==> config.mk <==
export PLATFORM = sky130hd
export DESIGN_NAME = ahb_cfg_master
export DESIGN_NICKNAME = d
export VERILOG_FILES = /design/src/rtl/ahb_pkg.sv /design/src/rtl/ahb_cfg_master.sv
export SDC_FILE = /design/constraint.sdc
export NUM_CORES = 1
export LEC_CHECK = 0
export BUFFER_PORTS_ARGS = -buffer_cell sky130_fd_sc_hd__buf_2
export CORE_MARGIN = 2
export CORE_UTILIZATION = 53
export CTS_CLUSTER_DIAMETER = 80
export DETAILED_ROUTE_END_ITERATION = 12
export PLACE_DENSITY_LB_ADDON = 0.05
export SYNTH_ARGS = -nofsm -noshare
export SYNTH_HDL_FRONTEND = slang
export SYNTH_SLANG_ARGS = --single-unit
==> constraint.sdc <==
create_clock -name ahb_hclk -period 2.2 [get_ports ahb_hclk]
set_clock_uncertainty 0.05 [all_clocks]
set_input_delay 0.22 -clock ahb_hclk [delete_from_list [all_inputs] [get_ports ahb_hclk]]
set_output_delay 0.22 -clock ahb_hclk [all_outputs]
set_load 0.05 [all_outputs]
==> src/rtl/ahb_pkg.sv <==
// AHB encodings shared by the config master and the config slave.
package ahb_pkg;

  typedef enum logic [1:0] {
    HTRANS_IDLE   = 2'b00,
    HTRANS_BUSY   = 2'b01,
    HTRANS_NONSEQ = 2'b10,
    HTRANS_SEQ    = 2'b11
  } htrans_t;

  localparam logic [2:0] HBURST_SINGLE = 3'b000;
  localparam logic [2:0] HSIZE_WORD    = 3'b010;
  localparam logic       HRESP_OKAY    = 1'b0;
  localparam logic       HRESP_ERROR   = 1'b1;

endpackage

==> src/rtl/ahb_cfg_master.sv <==
// AHB master that writes one edge-detector job (five words) to the config slave.
// Build option CFG_RETRY_EN: reissue a word after an ERROR response, up to MAX_RETRY times.
//
// state  | meaning
// S_IDLE | waiting for start; job inputs latched on start
// S_REQ  | requesting/locking the bus; first (or retried) address phase issued on grant
// S_XFER | pipelined single writes of words idx..4
// S_DONE | one-cycle done pulse
// S_ERR  | one-cycle error pulse
module ahb_cfg_master
  import ahb_pkg::*;
#(
  parameter int unsigned BUSWIDTH     = 32,
  parameter int unsigned SLAVEADDRESS = 3337,
  parameter int unsigned MAX_RETRY    = 3
) (
  input  logic                ahb_hclk,
  input  logic                n_rst,
  input  logic                start,
  input  logic [BUSWIDTH-1:0] cfg_width,
  input  logic [BUSWIDTH-1:0] cfg_height,
  input  logic [BUSWIDTH-1:0] cfg_rd_addr,
  input  logic [BUSWIDTH-1:0] cfg_wr_addr,
  input  logic                cfg_filter,
  output logic                busy,
  output logic                done,
  output logic                error,
  output logic                ahb_hbusreq,
  output logic                ahb_hlock,
  input  logic                ahb_hgrant,
  output logic [1:0]          ahb_htrans,
  output logic [2:0]          ahb_hburst,
  output logic [2:0]          ahb_hsize,
  output logic                ahb_hwrite,
  output logic [BUSWIDTH-1:0] ahb_haddr,
  output logic [BUSWIDTH-1:0] ahb_hwdata,
  input  logic                ahb_hready,
  input  logic                ahb_hresp
);

  typedef enum logic [2:0] {S_IDLE, S_REQ, S_XFER, S_DONE, S_ERR} state_t;
  typedef enum logic [2:0] {W_WIDTH, W_HEIGHT, W_RD_ADDR, W_WR_ADDR, W_FILTER} cfg_word_t;

`ifdef CFG_RETRY_EN
  localparam bit RETRY_EN = 1'b1;
`else
  localparam bit RETRY_EN = 1'b0;
`endif
  localparam logic [3:0]          RETRY_LIMIT = RETRY_EN ? 4'(MAX_RETRY) : 4'd0;
  localparam logic [BUSWIDTH-1:0] SLAVE_ADDR  = BUSWIDTH'(SLAVEADDRESS);
  localparam logic [2:0]          LAST_WORD   = 3'(W_FILTER);

  state_t              state;
  htrans_t             htrans;
  logic [BUSWIDTH-1:0] width_q, height_q, rd_addr_q, wr_addr_q;
  logic                filter_q;
  logic [2:0]          idx;
  logic [2:0]          data_idx;
  logic                data_vld;
  logic [3:0]          retry_cnt;
  logic [2:0]          issue_idx;
  logic [BUSWIDTH-1:0] word_data;

  assign ahb_htrans = htrans;
  assign ahb_hburst = HBURST_SINGLE;
  assign ahb_hsize  = HSIZE_WORD;

  // word that the next address phase will carry once it is accepted
  assign issue_idx = (htrans == HTRANS_NONSEQ) ? idx + 3'd1 : idx;

  always_comb begin
    word_data = '0;
    case (cfg_word_t'(idx))
      W_WIDTH:   word_data = width_q;
      W_HEIGHT:  word_data = height_q;
      W_RD_ADDR: word_data = rd_addr_q;
      W_WR_ADDR: word_data = wr_addr_q;
      W_FILTER:  word_data = {{(BUSWIDTH-1){1'b0}}, filter_q};
      default:   word_data = '0;
    endcase
  end

  always_ff @(posedge ahb_hclk or negedge n_rst) begin
    if (!n_rst) begin
      state       <= S_IDLE;
      htrans      <= HTRANS_IDLE;
      ahb_haddr   <= '0;
      ahb_hwdata  <= '0;
      ahb_hwrite  <= 1'b0;
      ahb_hbusreq <= 1'b0;
      ahb_hlock   <= 1'b0;
      busy        <= 1'b0;
      done        <= 1'b0;
      error       <= 1'b0;
      width_q     <= '0;
      height_q    <= '0;
      rd_addr_q   <= '0;
      wr_addr_q   <= '0;
      filter_q    <= 1'b0;
      idx         <= '0;
      data_idx    <= '0;
      data_vld    <= 1'b0;
      retry_cnt   <= '0;
    end else begin
      done  <= 1'b0;
      error <= 1'b0;
      case (state)
        S_IDLE: begin
          if (start) begin
            width_q     <= cfg_width;
            height_q    <= cfg_height;
            rd_addr_q   <= cfg_rd_addr;
            wr_addr_q   <= cfg_wr_addr;
            filter_q    <= cfg_filter;
            idx         <= '0;
            retry_cnt   <= '0;
            busy        <= 1'b1;
            ahb_hbusreq <= 1'b1;
            ahb_hlock   <= 1'b1;
            state       <= S_REQ;
          end
        end
        S_REQ: begin
          if (ahb_hgrant && ahb_hready) begin
            htrans     <= HTRANS_NONSEQ;
            ahb_haddr  <= SLAVE_ADDR;
            ahb_hwrite <= 1'b1;
            state      <= S_XFER;
          end
        end
        S_XFER: begin
          if (data_vld && ahb_hresp == HRESP_ERROR) begin
            if (!ahb_hready) begin
              // first ERROR cycle: cancel the pipelined address, rewind to the failed word
              htrans <= HTRANS_IDLE;
              idx    <= data_idx;
            end else begin
              data_vld <= 1'b0;
              if (retry_cnt < RETRY_LIMIT) begin
                retry_cnt   <= retry_cnt + 4'd1;
                ahb_hbusreq <= 1'b1;
                state       <= S_REQ;
              end else begin
                error       <= 1'b1;
                busy        <= 1'b0;
                ahb_hlock   <= 1'b0;
                ahb_hbusreq <= 1'b0;
                ahb_hwrite  <= 1'b0;
                state       <= S_ERR;
              end
            end
          end else if (ahb_hready) begin
            if (data_vld)
              retry_cnt <= '0;
            if (data_vld && data_idx == LAST_WORD) begin
              data_vld    <= 1'b0;
              done        <= 1'b1;
              busy        <= 1'b0;
              ahb_hlock   <= 1'b0;
              ahb_hbusreq <= 1'b0;
              ahb_hwrite  <= 1'b0;
              state       <= S_DONE;
            end else begin
              data_vld <= (htrans == HTRANS_NONSEQ);
              if (htrans == HTRANS_NONSEQ) begin
                data_idx   <= idx;
                ahb_hwdata <= word_data;
                idx        <= idx + 3'd1;
              end
              if (issue_idx <= LAST_WORD && ahb_hgrant)
                htrans <= HTRANS_NONSEQ;
              else
                htrans <= HTRANS_IDLE;
              if (issue_idx > LAST_WORD)
                ahb_hbusreq <= 1'b0;
            end
          end
        end
        S_DONE:  state <= S_IDLE;
        S_ERR:   state <= S_IDLE;
        default: state <= S_IDLE;
      endcase
    end
  end

endmodule
# --- Word-level counts from Yosys, hierarchy flattened ---
# Index checks and enable logic that the tools add are counted.
totals:
  output_inout_bits: 78
  inputBits: 135
  wordCells: 121
  regBits: 183
classes:
  bitwise: 2
  addsub: 2
  eq_ne: 19
  muxes: 58
  n_reduce_logical: 19
  n_lt_le_gt_ge: 3
ops:
  columns: ["cell", "count"]
  rows:
  - ["32-bit one-hot mux with 5 select lines", 1]
  - ["3-bit two-way mux", 13]
  - ["5-bit AND reduction", 6]
  - ["1-bit two-way mux", 25]
  - ["4-bit two-way mux", 6]
  - ["3-bit != test, second input constant", 7]
  - ["2-bit two-way mux", 6]
  - ["3-bit by 2-bit == test with 1-bit output, second input constant", 3]
  - ["3-bit one-hot mux with 3 select lines", 1]
  - ["4-bit one-hot mux with 2 select lines", 1]
  - ["4-bit AND reduction", 2]
  - ["3-bit by 1-bit == test with 1-bit output, second input constant", 2]
  - ["3-bit == test, second input constant", 2]
  - ["3-bit zero test", 2]
  - ["2-bit != test, second input constant", 3]
  - ["1-bit one-hot mux with 2 select lines", 3]
  - ["3-bit one-hot mux with 2 select lines", 1]
  - ["2-bit AND reduction", 3]
  - ["4-bit by 1-bit adder with 4-bit output, second input constant", 1]
  - ["1-bit logical AND", 4]
  - ["4-bit by 1-bit less-than comparator with 1-bit output, second input constant", 1]
  - ["4-bit != test, second input constant", 1]
  - ["2-bit one-hot mux with 2 select lines", 1]
  - ["2-bit nonzero test", 2]
  - ["other kinds (5)", 6]

# --- Depth between registers and ports, before layout ---
depth:
  word_depth: 9
  depth_mapped: 8

# --- Worst setup path before layout ---
# No wires, ideal clock.
synth_timing:
  path_kind: "register to register"
  start: "register idx[0]"
  end: "register ahb_hwdata[5]"
  path_slack_ns: 0.458
  period_less_slack_ns: 1.742
  n_path_buf: 2
  arrival_time_ns: 1.571
  stages_incl_launch_ff: 8
  required_ns: 2.029
  cell_sequence: "dfrtp_1 -> inv_1 -> ha_1 -> clkbuf_1 -> clkbuf_1 -> a222oi_1 -> o21ai_0 -> a22o_1"
synth_via:
  elab_chain_len: 2
  elab_cells_between_ends: 6
  cone_classes: "4 x eq/ne; 1 x mux; 1 x reduce/logical"
synth_rtl:
  columns: ["item", "line_no", "text"]
  rows:
  - ["start: declaration", "ahb_cfg_master.sv:57", "logic [2:0] idx;"]
  - ["start signal: assignment", "ahb_cfg_master.sv:136", "idx <= data_idx;"]
  - ["start signal: assignment", "ahb_cfg_master.sv:168", "idx <= idx + 3'd1;"]
  - ["3-bit == test, or another cell as far along", "ahb_cfg_master.sv:73", "case (cfg_word_t'(idx))"]
  - ["32-bit one-hot mux with 5 select lines (*)", "ahb_cfg_master.sv:73", null]
  - ["end signal: assignment", "ahb_cfg_master.sv:167", "ahb_hwdata <= word_data;"]
  - ["end: declaration", "ahb_cfg_master.sv:36", "output logic [BUSWIDTH-1:0] ahb_hwdata,"]
# Mark *: on every way between the ends. The rest lies on a longest branch, timed or not.
# A chain may end at the register's enable or synchronous reset.

# --- Worst setup path after layout ---
layout_timing:
  start: "register idx[0]"
  end: "register ahb_hwdata[7]"
# Same word-level chain as after synthesis.

==> impl_metrics.json <==
{
  "status": "finished clean",
  "drt-pass1-iter-count": 7,
  "slew_viol_final": 0,
  "grt_pass1_wl_um": 36260,
  "drcViolationCount": 0,
  "fin_crit_ns": 2.000,
  "post_drt_wl_per_cell_um": 16.33,
  "drive_gt1_frac": 0.2055,
  "crit_type": "reg -> reg",
  "power_density_mw_per_mm2": 1253,
  "rsz0062_at_grt": "no",
  "placementRows": 44,
  "clk_pin_slew_ns": 0.07,
  "cap_viol_max_count": 0,
  "arrival_ns": 2.27,
  "peakVddDrop_mv": 0.6829,
  "seqPwrFrac": 0.412,
  "cp_cell_sequence": "inv_1, ha_1, buf_4, a222oi_1, o21ai_0, a22o_1",
  "ys_seq_area_frac": 0.5665,
  "synth_cell_types": 38,
  "clkLatencyLatePin_ns": 0.43,
  "die-area_sq_mm": 0.01583,
  "synth_edf_count": 0,
  "cts_buffers": 17,
  "coreArea_sq_mm": 0.01453,
  "die_y_um": 125.8,
  "gp_congestion": 0.8044,
  "p_int_w": 0.008149,
  "numPortBuffers": 178,
  "diodes": 0,
  "post_dp_cell_area_sq_mm": 0.008840,
  "start_util": 0.5410,
  "grt-ovfl-total": 0,
  "synthToLayoutAreaGrowth_pct": 36.68,
  "multiInputGateArea_sq_mm": 0.002983,
  "grtUsageTotal": 0.2891,
  "cts_tree": "done",
  "power_leakage_nw": 5.625,
  "p_sw_frac": 0.3951,
  "die_w_um": 125.8,
  "yosysWarnings": 0,
  "async_flop_share": 1.000,
  "critPathRequiredTime_ns": 2.47,
  "num_vias": 7099,
  "root_buffer": "clkbuf_16",
  "synth_area_sq_mm": 0.007863,
  "layout.nets": 1295,
  "start_kind": "flop",
  "first_iter_violations": 668,
  "fmax_mhz": 500.1,
  "path_max_fanout": 10,
  "critPathTopFamily": "compound AO/OA/AOI/OAI gates",
  "p_sw_w": 0.005321,
  "hpwlAfterDp_um": 12980,
  "final-hold-violation-count": 0,
  "hp-class": "in -> reg",
  "setup_viol": 0,
  "ff_latch_area_sq_mm": 0.004454,
  "grt_max_degree": 94,
  "synth_ff_type": "dfrtp_1",
  "critPathSlowestCell": "dfrtp_1",
  "critPathBufInv": 2,
  "synth_area_per_cell_sq_um": 9.048,
  "clkPwrFrac": 0.225,
  "ant_nets": 0,
  "nFillCells": 1072,
  "setup-tns-final_ns": 0,
  "clk_path_buf_depth": 2,
  "htree_levels": 4,
  "max_stage_delay_ns": 0.43,
  "min_period_over_period": 0.9089,
  "ioPinCount": 213,
  "viasPerCell": 5.251,
  "grt_pass1_vias": 7311,
  "ys_ff_latch": 178,
  "syn_inst": 869,
  "design_area_sq_mm": 0.01075,
  "antenna_found_initial": 0,
  "routed_wl_um": 22070,
  "endpoint_kind": "flop",
  "combPwrFrac": 0.363,
  "clkSinkCount": 178
}
final cells by class:
| cell class | count | share of cell area |
|---|---|---|
| clock buffer | 19 | 0.04122 |
| clock inverter | 13 | 0.01420 |
| inverter | 4 | 0.001397 |
| multi-input combinational | 622 | 0.2776 |
| sequential | 178 | 0.4145 |
| tap | 184 | 0.02142 |
| timing repair buffer | 332 | 0.2297 |
repair_timing:
item                                   in CTS  in global routing
gates resized for setup                     0                  0
endpoints found under the hold margin     226                  0
hold buffers                              131                  0
buffers inserted                            0                  0
power groups by stage:
stage | registers, W | clock network, W | logic (W)
floorplan | 0.00599 | 0 | 0.00283
global placement | 0.00555 | 0 | 0.00458
detailed placement | 0.00556 | 0 | 0.00469
CTS | 0.00552 | 0.00307 | 0.00488
global route | 0.00569 | 0.00321 | 0.00547
finish | 0.00555 | 0.00303 | 0.00489
per-layer routing:
layer | vias up | wire length (um) | global-route usage
met5 | - | 0 | 0
met4 | 0 | 530 | 0.1034
met3 | 44 | 1437 | 0.06415
met2 | 297 | 10940 | 0.4817
met1 | 3401 | 9165 | 0.3760
li1 | 3357 | - | -
sequential cells by signal, indices dropped and copies added, names as in the netlist, 3 cells and up:
signal / count
width_q: 32
data_idx: 3
idx: 3
rd_addr_q: 32
state: 3
wr_addr_q: 32
height_q: 32
ahb_hwdata: 32
per-stage QoR:
| stage | setup WS [ns] | std cells | hold WS [ns] | util | power [W] |
|---|---|---|---|---|---|
| 2_1_floorplan | 0.4577 | 901 | -0.1256 | - | 0.008818 |
| 3_3_place_gp | 0.2660 | 1189 | 0.06667 | 0.6082 | 0.01014 |
| 3_5_place_dp | 0.2183 | 1189 | 0.06883 | 0.6082 | 0.01024 |
| 4_1_cts | 0.2042 | 1352 | 0.05597 | 0.7394 | 0.01347 |
| 5_1_grt | 0.1002 | 1352 | 0.07222 | 0.7394 | 0.01437 |
| 6_report | 0.2004 | 1352 | 0.06773 | 0.7394 | 0.01347 |
final timing paths:
check                             startpoint             to  slack (ns)  cells after the start
worst max-delay path                  idx[0]  ahb_hwdata[7]        0.20                      6
worst min-delay path              ahb_hready       state[2]        0.07                      3
worst max register to register        idx[0]  ahb_hwdata[7]        0.20                      6
worst min register to register  wr_addr_q[8]   wr_addr_q[8]        0.42                      2
max in group asynchronous              n_rst    width_q[28]        1.22                      3
min in group asynchronous              n_rst  ahb_hwdata[2]        0.19                      2
worst min-delay path, stage by stage:
cell and delay [ns]:
buf_2 0.15, nand2_1 0.10, nor2_1 0.04
cell usage in the layout (no fill, tap or decap), drive strengths merged, types with 4 or more instances in the layout:
cell,synthesis,final
dfrtp,178,178
conb,2,34
a21oi,5,5
nor2,8,8
clkinv,0,5
nand2,435,435
inv,4,7
o21ai,39,39
a22o,32,32
buf,63,201
nor3,4,4
a222oi,32,32
dlygate4sd3,0,131
clkbuf,34,19
ha,5,5
Yosys cell counts (all sizes together) (2+ instances only):
cell type	n	share of area
nand2b	2	0.0016
ha	5	0.0080
buf	63	0.053
a211oi	2	0.0019
mux2i	3	0.0038
clkbuf	34	0.016
nor2	8	0.0038
inv	4	0.0019
a22o	32	0.036
nand2	435	0.21
a21oi	5	0.0037
nand4bb	3	0.0091
conb	2	0.00096
a222oi	32	0.041
a211o	2	0.0022
nor3	4	0.0025
o21ai	39	0.025
dfrtp	178	0.57
and2	3	0.0024
logic make-up after synthesis:
kind of cell,Yosys count,synth area share
simple gates,460,0.2314
compound gates,119,0.1163
flops,178,0.5665
buf+inv,101,0.07161
mux,4,0.005251
fa+ha+maj,5,0.007957
other cells,2,0.0009552
No activity file was read; power rests on OpenSTA's default activity.
